$ cat src/rtl/resp_mux_pkg.sv
// Shared types and response codes for the slave response multiplexer.
// Imported by resp_mux_n and its wait counter.
package resp_mux_pkg;

    typedef enum logic [1:0] {
        ST_IDLE = 2'd0,
        ST_WAIT = 2'd1,
        ST_ERR  = 2'd2
    } state_e;

    localparam logic [1:0] RESP_OKAY  = 2'b00;
    localparam logic [1:0] RESP_ERROR = 2'b01;

endpackage

$ cat src/rtl/resp_timeout_ctr.sv
// Saturating wait counter; expired_o flags the cycle whose
// increment would reach TIMEOUT. TIMEOUT=0 never expires.
module resp_timeout_ctr
    import resp_mux_pkg::*;
#(
    parameter int TIMEOUT = 16
) (
    input  logic clk,
    input  logic reset,
    input  logic clear_i,
    input  logic en_i,
    output logic expired_o
);

    localparam int CW  = (TIMEOUT > 0) ? $clog2(TIMEOUT + 1) : 1;
    localparam int LIM = (TIMEOUT > 0) ? TIMEOUT : 1;

    logic [CW-1:0] cnt_q, cnt_d;

    always_comb begin
        cnt_d = cnt_q;
        if (clear_i) begin
            cnt_d = '0;
        end else if (en_i && cnt_q != CW'(LIM)) begin
            cnt_d = cnt_q + CW'(1);
        end
    end

    always_ff @(posedge clk or posedge reset) begin
        if (reset) begin
            cnt_q <= '0;
        end else begin
            cnt_q <= cnt_d;
        end
    end

    assign expired_o = (TIMEOUT > 0) && en_i
                       && (cnt_q == CW'(LIM - 1));

endmodule

$ cat src/rtl/resp_mux_n.sv
// N-way slave response multiplexer with decode-error and
// wait-timeout handling.
module resp_mux_n #(
    parameter int NSLV    = 5,
    parameter int DW      = 32,
    parameter int RW      = 2,
    parameter int TIMEOUT = 16
) (
    input  logic                 clk,
    input  logic                 reset,
    input  logic [NSLV-1:0]      sel,
    input  logic                 sel_valid,
    input  logic [NSLV*DW-1:0]   rdata_in,
    input  logic [NSLV-1:0]      ready_in,
    input  logic [NSLV*RW-1:0]   resp_in,
    output logic [DW-1:0]        rdata_final,
    output logic                 ready_final,
    output logic [RW-1:0]        resp_final,
    output logic                 busy,
    output logic                 err_decode,
    output logic                 err_timeout
);
    import resp_mux_pkg::*;

    localparam int IW = (NSLV > 1) ? $clog2(NSLV) : 1;
    localparam int CW = $clog2(NSLV + 1);

    state_e          state_q, state_d;
    logic [NSLV-1:0] sel_q, sel_d;
    logic            err_dec_q, err_dec_d;
    logic            err_to_q, err_to_d;
    logic [CW-1:0]   ones;
    logic            onehot, accept;
    logic            wait_en, expired;
    logic [IW-1:0]   idx;
    logic [DW-1:0]   rdata_sel;
    logic            ready_sel;
    logic [RW-1:0]   resp_sel;

    always_comb begin
        ones = '0;
        for (int i = 0; i < NSLV; i++) begin
            ones = ones + CW'(sel[i]);
        end
    end

    assign onehot = (ones == CW'(1));
    assign accept = (state_q == ST_IDLE) && sel_valid && onehot;
    assign sel_d  = accept ? sel : sel_q;

    always_comb begin
        idx = '0;
        for (int i = 0; i < NSLV; i++) begin
            if (sel_q[i]) idx = IW'(i);
        end
    end

    assign rdata_sel = rdata_in[idx*DW +: DW];
    assign ready_sel = ready_in[idx];
    assign resp_sel  = resp_in[idx*RW +: RW];
    assign wait_en   = (state_q == ST_WAIT) && !ready_sel;

    resp_timeout_ctr #(
        .TIMEOUT (TIMEOUT)
    ) u_ctr (
        .clk       (clk),
        .reset     (reset),
        .clear_i   (accept),
        .en_i      (wait_en),
        .expired_o (expired)
    );

    always_ff @(posedge clk or posedge reset) begin
        if (reset) begin
            state_q   <= ST_IDLE;
            sel_q     <= '0;
            err_dec_q <= 1'b0;
            err_to_q  <= 1'b0;
        end else begin
            state_q   <= state_d;
            sel_q     <= sel_d;
            err_dec_q <= err_dec_d;
            err_to_q  <= err_to_d;
        end
    end

    // Ready beats expiry when both land in the same WAIT cycle.
    always_comb begin
        state_d   = state_q;
        err_dec_d = 1'b0;
        err_to_d  = 1'b0;
        unique case (state_q)
            ST_IDLE: begin
                if (sel_valid) begin
                    if (onehot) begin
                        state_d = ST_WAIT;
                    end else begin
                        state_d   = ST_ERR;
                        err_dec_d = 1'b1;
                    end
                end
            end
            ST_WAIT: begin
                if (ready_sel) begin
                    state_d = ST_IDLE;
                end else if (expired) begin
                    state_d  = ST_ERR;
                    err_to_d = 1'b1;
                end
            end
            ST_ERR:  state_d = ST_IDLE;
            default: state_d = ST_IDLE;
        endcase
    end

    always_comb begin
        rdata_final = '0;
        ready_final = 1'b1;
        resp_final  = RW'(RESP_OKAY);
        unique case (state_q)
            ST_WAIT: begin
                rdata_final = rdata_sel;
                ready_final = ready_sel;
                resp_final  = resp_sel;
            end
            ST_ERR:  resp_final = RW'(RESP_ERROR);
            default: ;
        endcase
    end

    assign busy        = (state_q == ST_WAIT);
    assign err_decode  = err_dec_q;
    assign err_timeout = err_to_q;

endmodule

$ cat config.mk
export PLATFORM = sky130hd
export DESIGN_NAME = resp_mux_n
export DESIGN_NICKNAME = d
export VERILOG_FILES = /design/src/rtl/resp_mux_pkg.sv /design/src/rtl/resp_timeout_ctr.sv /design/src/rtl/resp_mux_n.sv
export SDC_FILE = /design/constraint.sdc
export NUM_CORES = 1
export LEC_CHECK = 0
export CAP_MARGIN = 20
export CORE_UTILIZATION = 25
export DETAILED_ROUTE_END_ITERATION = 7
export PLACE_DENSITY = 0.78
export SYNTH_ARGS = -nofsm -noshare
export SYNTH_HDL_FRONTEND = slang
export SYNTH_SLANG_ARGS = --single-unit
$ cat constraint.sdc
create_clock -name clk -period 1.72 [get_ports clk]
set_input_delay 0.344 -clock clk [delete_from_list [all_inputs] [get_ports clk]]
set_output_delay 0.344 -clock clk [all_outputs]
set_load 0.01 [all_outputs]
# After elaboration in Yosys (flattened, before gate mapping)
# Index checks and enable logic that the tools add are counted.
[word_totals]
out_inout_bits = 38
input_bits = 183
ff_bits = 14
[classes]
reduce_logical = 9
n_mux = 22
n_addsub = 5
n_shift = 2
n_eq_ne = 7
magnitude_cmp = 1
[op_table]
columns = ["operator", "count"]
rows = [
  ["160-bit by 9-bit variable part select with 32-bit output", 1],
  ["32-bit 2-to-1 mux", 1],
  ["5-bit 2-to-1 mux", 2],
  ["10-bit by 5-bit variable part select with 2-bit output", 1],
  ["1-bit 2-to-1 mux", 9],
  ["3-bit 2-to-1 mux", 3],
  ["2-bit 2-to-1 mux", 4],
  ["2-bit one-hot mux with 2 select lines", 2],
  ["3-bit by 1-bit adder with 3-bit output", 2],
  ["5-bit by 1-bit adder with 5-bit output (second input constant)", 1],
  ["5-bit by 4-bit equality test with 1-bit output (second input constant)", 1],
  ["1-bit logical AND", 5],
  ["5-bit inequality test (second input constant)", 1],
  ["3-bit by 4-bit less-than comparator with 1-bit output (second input constant)", 1],
  ["2-bit by 1-bit adder with 3-bit output", 1],
  ["1-bit binary-select mux with 3-bit select", 1],
  ["3-bit by 1-bit equality test with 1-bit output (second input constant)", 1],
  ["3-bit by 1-bit inequality test with 1-bit output (second input constant)", 1],
  ["1-bit by 1-bit adder with 2-bit output", 1],
  ["2-bit by 1-bit equality test with 1-bit output (second input constant)", 1],
  ["2-bit equality test (second input constant)", 1],
  ["2-bit zero test", 1],
  ["2-bit inequality test (second input constant)", 1],
  ["2-bit AND reduction", 1],
  ["other kinds (2)", 2],
]

# Logic depth before layout (Yosys ltp)
# Gate-level depths: netlist (run 1).
[logic_depth]
word_depth = 12
depth_mapped = 10
ltp_nobuf = 9

# By module
# From an unflattened synthesis (run 1), not the netlist that was laid out.
[hier_totals]
cells_unflattened = 261
area_unflattened_um2 = 2346.0
[modules_own_cells]
columns = ["mod", "area_per_inst_um2", "cells_per_inst", "instances", "seq_area_each_um2"]
rows = [
  ["resp_mux_n", 2042.0, 230, 1, 200.2],
  ["resp_timeout_ctr", 304.0, 31, 1, 125.1],
]

# Least setup slack after synthesis (run 1)
# Ideal clock, no wire load.
[synth_timing]
path_kind = "input port to flip-flop"
startpoint = "input port sel[0]"
endpoint = "register sel_q[3]"
cell_stages = 9
setup_ps = 136
arrival_time_ps = 2468
setup_slack_ps = -884
path_cell_list = "inv_1 fa_1 inv_1 fa_1 ha_1 nor3b_1 and3_1 clkbuf_1 o21ai_0"
[synth_via]
elab_chain_len = 6
[synth_rtl]
columns = ["item", "line", "source"]
rows = [
  ["start: declaration", "resp_mux_n.sv:11", "input logic [NSLV-1:0] sel,"],
  ["1-bit by 1-bit adder with 2-bit output", "resp_mux_n.sv:43", "ones = ones + CW'(sel[i]);"],
  ["2-bit by 1-bit adder with 3-bit output", "resp_mux_n.sv:43", ""],
  ["3-bit by 1-bit adder with 3-bit output (2 in a row)", "resp_mux_n.sv:43", ""],
  ["3-bit by 1-bit equality test with 1-bit output", "resp_mux_n.sv:47", "assign onehot = (ones == CW'(1));"],
  ["1-bit logical AND", "resp_mux_n.sv:48", "assign accept = (state_q == ST_IDLE) && sel_valid && onehot;"],
  ["end signal: assignment", "resp_mux_n.sv:81", "sel_q <= sel_d;"],
  ["end: declaration", "resp_mux_n.sv:29", "logic [NSLV-1:0] sel_q, sel_d;"],
]
# No other way between the ends.
# A chain may end at the register's enable or synchronous reset.

# Worst setup path after layout (run 1)
[layout_timing]
startpoint = "register sel_q[2]"
endpoint = "output port rdata_final[7]"
[layout_via]
elab_chain_len = 5
[layout_rtl]
columns = ["item", "line", "source"]
rows = [
  ["3-bit 2-to-1 mux (3 in a row)", "resp_mux_n.sv:54", "if (sel_q[i]) idx = IW'(i);"],
  ["160-bit by 9-bit variable part select with 32-bit output", "resp_mux_n.sv:58", "assign rdata_sel = rdata_in[idx*DW +: DW];"],
  ["32-bit 2-to-1 mux", "resp_mux_n.sv:120", "unique case (state_q)"],
  ["end: declaration", "resp_mux_n.sv:16", "output logic [DW-1:0] rdata_final,"],
]
# No other way between the ends.

==> impl_metrics.yaml, run 1 <==
power_and_ir_drop:
  ir_drop_v: 0.000771
  internal_power_mw: 3.73
  p_clk_share_pct: 4.0
  pwr_density_cell_nw_per_um2: 1210
  p_seq_share_pct: 7.5
  swShare_pct: 44.9
  p_switching_mw: 3.04
  pwr-share-comb_pct: 88.5
  p_leak_nw: 2.25
grt:
  gr-total-overflow: 0
  antenna_found_initial: 0
  grt_pass1_vias: 3323
  track_usage_pct: 25.8
  grt_max_degree: 33
  grt_pass1_wl_mm: 17.5
clock_network:
  cts-root-buf: "clkbuf_8"
  cts_sinks: 13
  cts_max_level: 1
  clkTransAtPathRegs_ns: 0.05
  insertion_delay_ns: 0.24
  cts-hold-fix-buffers: 0
  cts_max_path_buffers: 2
  cts_tree: "done"
  cts_buffers: 3
finish:
  post-route-util_pct: 71.5
  fillers: 566
  diodes: 0
  nets: 750
  syn_to_final_growth_pct: 173
  drive_gt1_share_pct: 40.9
  instances_no_fill: 659
timing:
  clock_skew_ns: 0.000964
  postLayoutSetupSlackWorst_ns: -0.480
  grt_setup_unrepaired: "true"
  hold_viol: 0
  max-slew-margin-rel_pct: 67.7
  whs_ns: 0.413
  max_slew.worst_pin.slew_ns: 0.481
  fmax_ghz: 0.455
  min_period_ns: 2.20
  setup_viol: 47
  tns_ns: -19.53
  maxSlewViolCount: 0
  fin_crit_sh_pct: 128
placed_design:
  portBuffers: 220
  placed_cells: 622
  pre_cts_slack_ns: -1.18
  place.gp.congestion: 0.829
  dpl.hpwl_mm: 8.85
floorplanning:
  ioPinCount: 221
  die_area_um2: 8600
  start_util_pct: 26.2
  die_h_um: 92.8
  core_area_um2: 7850
  die_w_um: 92.8
  rows: 32
synthesis:
  syn_nets: 485
  syn_area_um2: 2060
  yosysSeqAreaShare_pct: 15.8
  synth_seq_cells: 13
  yosys_warnings: 0
  avgSynthCellArea_um2: 7.03
  synth_cells: 293
  synth_cell_type_count: 38
  synth-edff-count: 0
  synth-main-ff-cell: "dfrtp_1"
  synthArstFlopShare_pct: 100
hold_path:
  min-delay-path-class: "input port to asynchronous set/reset pin"
setup_path:
  r2r_setup_slack_ns: -0.21
  crit_type: "flop to output pin"
  reg2reg_depth: 8
  critPathLaunchType: "flop"
  crit_top_cell: "buf_12"
  worst-path-buf-inv: 4
  timing.rr.start: "sel_q[2]$_DFFE_PP0N_"
  cp-end-kind: "output pin"
  worst_path_largest_cell_delay_ns: 0.41
  critPathMaxFanout: 6
  cp_data_required_time_ns: 1.38
  r2r_end: "u_ctr.cnt_q[2]$_DFFE_PP0P_"
  crit_family: "buffers and inverters"
  path_cells: "buf_6 > or2_4 > buf_12 > buf_12 > a211oi_4 > o31ai_4 > buf_2"
  cp.arrival_ns: 1.86
  crit_slowest_cell: "dfrtp_1"
detailed_routing:
  avgViaCountPerCell: 5.20
  firstDrtPassIters: 6
  ant_nets: 0
  drcViolationCount: 0
  drt_wl_total_mm: 12.8
  drt-initial-drc-count: 128
  wl_per_cell_um: 19.5
  via_count: 3429
outcome:
  status: "finished, violations left"
  violations: "negative setup slack"
run:
  drv_cap: 0
==> repair_timing <==
action                                  in CTS  in global routing
gates resized for setup                    194                 71
endpoints found under the setup margin      48                 48
gates cloned                                 3                  6
buffers inserted                            17                  9
pin swaps                                   33                 30
==> registers in the layout, indices dropped and copies added, names as in the netlist <==
register     count
sel_q            4
u_ctr.cnt_q      5
err_decode       1
state_q          2
err_timeout      1
==> cell families after synthesis <==
kind of cell	share of synthesized area, %
AO/OA/AOI/OAI	42.0
adder cells (fa/ha/maj)	6.20
flip-flops	15.8
AND/OR/NAND/NOR	25.9
XOR/XNOR	0.851
buffers and inverters	9.23
==> stage by stage <==
step / power [mW] / area (um^2)
2_1_floorplan: 2.81 / 2410
3_3_place_gp: 4.25 / 4870
3_5_place_dp: 4.30 / 4870
4_1_cts: 5.58 / 5290
5_1_grt: 7.12 / 5610
6_report: 6.77 / 5610
==> cell type report <==
cell class / instances / area [um^2] / share of cell area (%)
Tap cell: 102 / 128 / 2.27
Clock buffer: 4 / 45.0 / 0.802
Inverter: 16 / 67.6 / 1.20
Multi-Input combinational cell: 238 / 2220 / 39.5
Sequential cell: 13 / 327 / 5.82
Timing Repair Buffer: 286 / 2830 / 50.4
==> power groups by stage <==
| stage | Sequential (mW) | Clock [mW] | Combinational [mW] |
|---|---|---|---|
| 3_3_place_gp | 0.501 | 0 | 3.75 |
| 2_1_floorplan | 0.486 | 0 | 2.32 |
| 5_1_grt | 0.522 | 0.278 | 6.32 |
| 6_report | 0.507 | 0.270 | 5.99 |
| 3_5_place_dp | 0.501 | 0 | 3.80 |
| 4_1_cts | 0.506 | 0.268 | 4.80 |
==> cells in the mapped netlist, types with 5 or more instances <==
cell type	count	area share, %
buf_2	5	1.2
a211oi_1	33	12
inv_1	15	2.7
nand2_1	48	8.7
clkbuf_1	16	2.9
dfrtp_1	13	16
and2_1	33	10
a21oi_1	5	1.2
o22ai_1	32	9.7
o31ai_1	33	12
ha_1	7	4.3
o21ai_0	6	1.5
nor2_1	6	1.1
==> worst register-to-register path, stage by stage, from the launching register on <==
cell      delay [ns]
dfrtp_1         0.40
buf_6           0.13
or2_4           0.25
buf_12          0.18
a211oi_4        0.04
buf_4           0.14
nor3_2          0.41
nand3b_1        0.16
a21oi_2         0.16
==> cell usage in the layout (no fill, tap or decap), types with 6 or more instances in the layout <==
master             n
a211oi_2          18
buf_6              8
clkbuf_2           7
buf_4             39
buf_12            11
clkdlybuf4s50_1  181
o31ai_2           24
o22ai_1           32
inv_1             11
dfrtp_1           12
o31ai_4            6
buf_2             30
and2_1            11
and2_4            22
a211oi_4          16
clkbuf_16          6
nand2_1           41
==> layer usage <==
metal  GRT usage [%]  vias up  part of all wire, %
met1            30.2     1618                   38
li1                -     1614                    -
met4            5.64        0                  2.2
met5               0        -                    0
met3            4.76       30                  7.6
met2            48.2      167                   52
==> worst max path at each step <==
stage / startpoint / endpoint / slack (ns) / cells past startpoint
4_1_cts: sel_q[2]$_DFFE_PP0N_ / rdata_final[5] / -0.46 / 7
6_report: sel_q[2]$_DFFE_PP0N_ / rdata_final[7] / -0.48 / 7
5_1_grt: sel[3] / state_q[1]$_DFFE_PP0P_ / -0.54 / 11
3_5_place_dp: sel[3] / u_ctr.cnt_q[1]$_DFFE_PP0P_ / -1.18 / 9
2_1_floorplan: sel[3] / sel_q[3]$_DFFE_PP0N_ / -0.53 / 9
3_3_place_gp: sel[3] / u_ctr.cnt_q[1]$_DFFE_PP0P_ / -1.13 / 9
Power figures use the tool's default switching activity.
==> run 2: changes to the inputs <==
RECOVER_POWER = 25   (was unset)
==> run 2 against run 1 <==
The run still ends with negative setup slack left. Register-to-register slack is essentially flat. Global-route usage unchanged. Combinational power barely moved. Sequential share of layout area stayed put. Critical path type unchanged.
==> impl_metrics.yaml, run 2 (same netlist as run 1, synthesis figures left out) <==
detailed_routing:
  firstDrtPassIters: 6
  ant_nets: 0
  via_count: 3429
  drt-initial-drc-count: 128
  wl_per_cell_um: 19.5
  drt_wl_total_mm: 12.8
  drcViolationCount: 0
  avgViaCountPerCell: 5.20
floorplanning:
  core_area_um2: 7850
  ioPinCount: 221
  die_w_um: 92.8
  rows: 32
  start_util_pct: 26.2
  die_h_um: 92.8
  die_area_um2: 8600
setup_path:
  critPathLaunchType: "flop"
  setup.worst_path.end: "rdata_final[7]"
  crit_type: "flop to output pin"
  reg2reg_depth: 8
  timing.rr.start: "sel_q[2]$_DFFE_PP0N_"
  cp-end-kind: "output pin"
  r2r_end: "u_ctr.cnt_q[2]$_DFFE_PP0P_"
  cp_data_required_time_ns: 1.38
  cp.arrival_ns: 1.86
  r2r_setup_slack_ns: -0.21
  critPathMaxFanout: 6
  crit_path_start: "sel_q[2]$_DFFE_PP0N_"
clock_network:
  cts-root-buf: "clkbuf_8"
  cts_max_level: 1
  cts_sinks: 13
  cts_max_path_buffers: 2
  insertion_delay_ns: 0.24
  cts-hold-fix-buffers: 0
  cts_tree: "done"
  clkTransAtPathRegs_ns: 0.05
  cts_buffers: 3
run:
  drv_cap: 0
placed_design:
  place.gp.congestion: 0.829
  portBuffers: 220
  pre_cts_slack_ns: -1.18
  place_area_um2: 4870
  placed_cells: 622
  dpl.hpwl_mm: 8.85
power_and_ir_drop:
  p_seq_share_pct: 7.5
  p_leak_nw: 2.25
  p_clk_share_pct: 4.0
  pwr_density_cell_nw_per_um2: 1210
  p_switching_mw: 3.04
  internal_power_mw: 3.73
  ir_drop_v: 0.000771
  swShare_pct: 44.9
  pwr-share-comb_pct: 88.5
  p_total_mw: 6.77
outcome:
  status: "finished, violations left"
  violations: "negative setup slack"
grt:
  grt_pass1_vias: 3323
  grt_max_degree: 33
  grt_pass1_wl_mm: 17.5
  gr-total-overflow: 0
  antenna_found_initial: 0
  track_usage_pct: 25.8
timing:
  fin_crit_sh_pct: 128
  setup_viol: 47
  fmax_ghz: 0.455
  max_slew.worst_pin.slew_ns: 0.481
  maxSlewViolCount: 0
  grt_setup_unrepaired: "true"
  whs_ns: 0.435
  max-slew-margin-rel_pct: 67.7
  postLayoutSetupSlackWorst_ns: -0.480
  clock_skew_ns: 0.000964
  min_period_ns: 2.20
  hold_viol: 0
finish:
  top_register: "u_ctr.cnt_q"
  final_area_um2: 5610
  final_cell_mix: "clkdlybuf4s50_1 (180), nand2_1 (41), buf_4 (39), o22ai_1 (32), buf_2 (30)"
  final_common_cell: "clkdlybuf4s50_1"
  drive_gt1_share_pct: 40.9
  reg.largest.list: "u_ctr.cnt_q x5, sel_q x4, state_q x2"
  diodes: 0
  instances_no_fill: 659
  fillers: 566
  syn_to_final_growth_pct: 173
  largest_register_ffs: 5
  nets: 750
hold_path:
  hold_start: "sel[3]"
  min-delay-path-class: "input port to flop"
==> run 2: how the worst min path moves through the flow <==
stage                                       endpoint  slack, ns  cells after the start
after detailed placement  u_ctr.cnt_q[3]$_DFFE_PP0P_       0.56                      2
final                           sel_q[3]$_DFFE_PP0N_       0.44                      4
after floorplan                 err_decode$_DFF_PP0_       0.22                      1
after global routing            sel_q[3]$_DFFE_PP0N_       0.46                      4
after CTS                 u_ctr.cnt_q[4]$_DFFE_PP0P_       0.43                      2
after global placement    u_ctr.cnt_q[3]$_DFFE_PP0P_       0.55                      2
==> run 2: worst max-delay path: stages (launching register included) <==
cell and delay, ns:
dfrtp_1 0.41, buf_6 0.14, or2_4 0.34, buf_12 0.18
buf_12 0.12, a211oi_4 0.20, o31ai_4 0.07, buf_2 0.15
==> run 2: timing repair <==
action,CTS,global route
gates cloned,3,6
hold endpoints to repair,0,0
resized for setup,194,71
pin swaps,33,30
setup buffers,17,9
endpoints found under the setup margin,48,48
==> run 2: per-stage QoR <==
step	setup TNS [ns]	util [%]
3_5_place_dp	-32.13	62.1
2_1_floorplan	-5.33	-
4_1_cts	-17.75	67.4
6_report	-19.53	71.5
5_1_grt	-22.04	71.5
3_3_place_gp	-31.55	62.1
==> run 2: cell type report <==
class / instances / area [um^2] / area share [%]
repair buffers: 286 / 2830 / 50.4
multi-input cells: 238 / 2220 / 39.5
flip-flops and latches: 13 / 327 / 5.82
well taps: 102 / 128 / 2.27
inverters: 16 / 67.6 / 1.20
clock buffers: 4 / 45.0 / 0.802
==> run 2: metal layers <==
layer / GRT usage, % / share of wire (%) / up-vias
met3: 4.76 / 7.6 / 30
li1: - / - / 1614
met4: 5.64 / 2.2 / 0
met2: 48.2 / 52 / 167
met5: 0 / 0 / -
met1: 30.2 / 38 / 1618
==> run 2: power by group through the flow <==
stage | clock [mW] | combinational [mW] | sequential, mW
floorplan | 0 | 2.32 | 0.486
global placement | 0 | 3.75 | 0.501
detailed placement | 0 | 3.80 | 0.501
CTS | 0.268 | 4.80 | 0.506
global route | 0.278 | 6.32 | 0.522
finish | 0.270 | 5.99 | 0.507
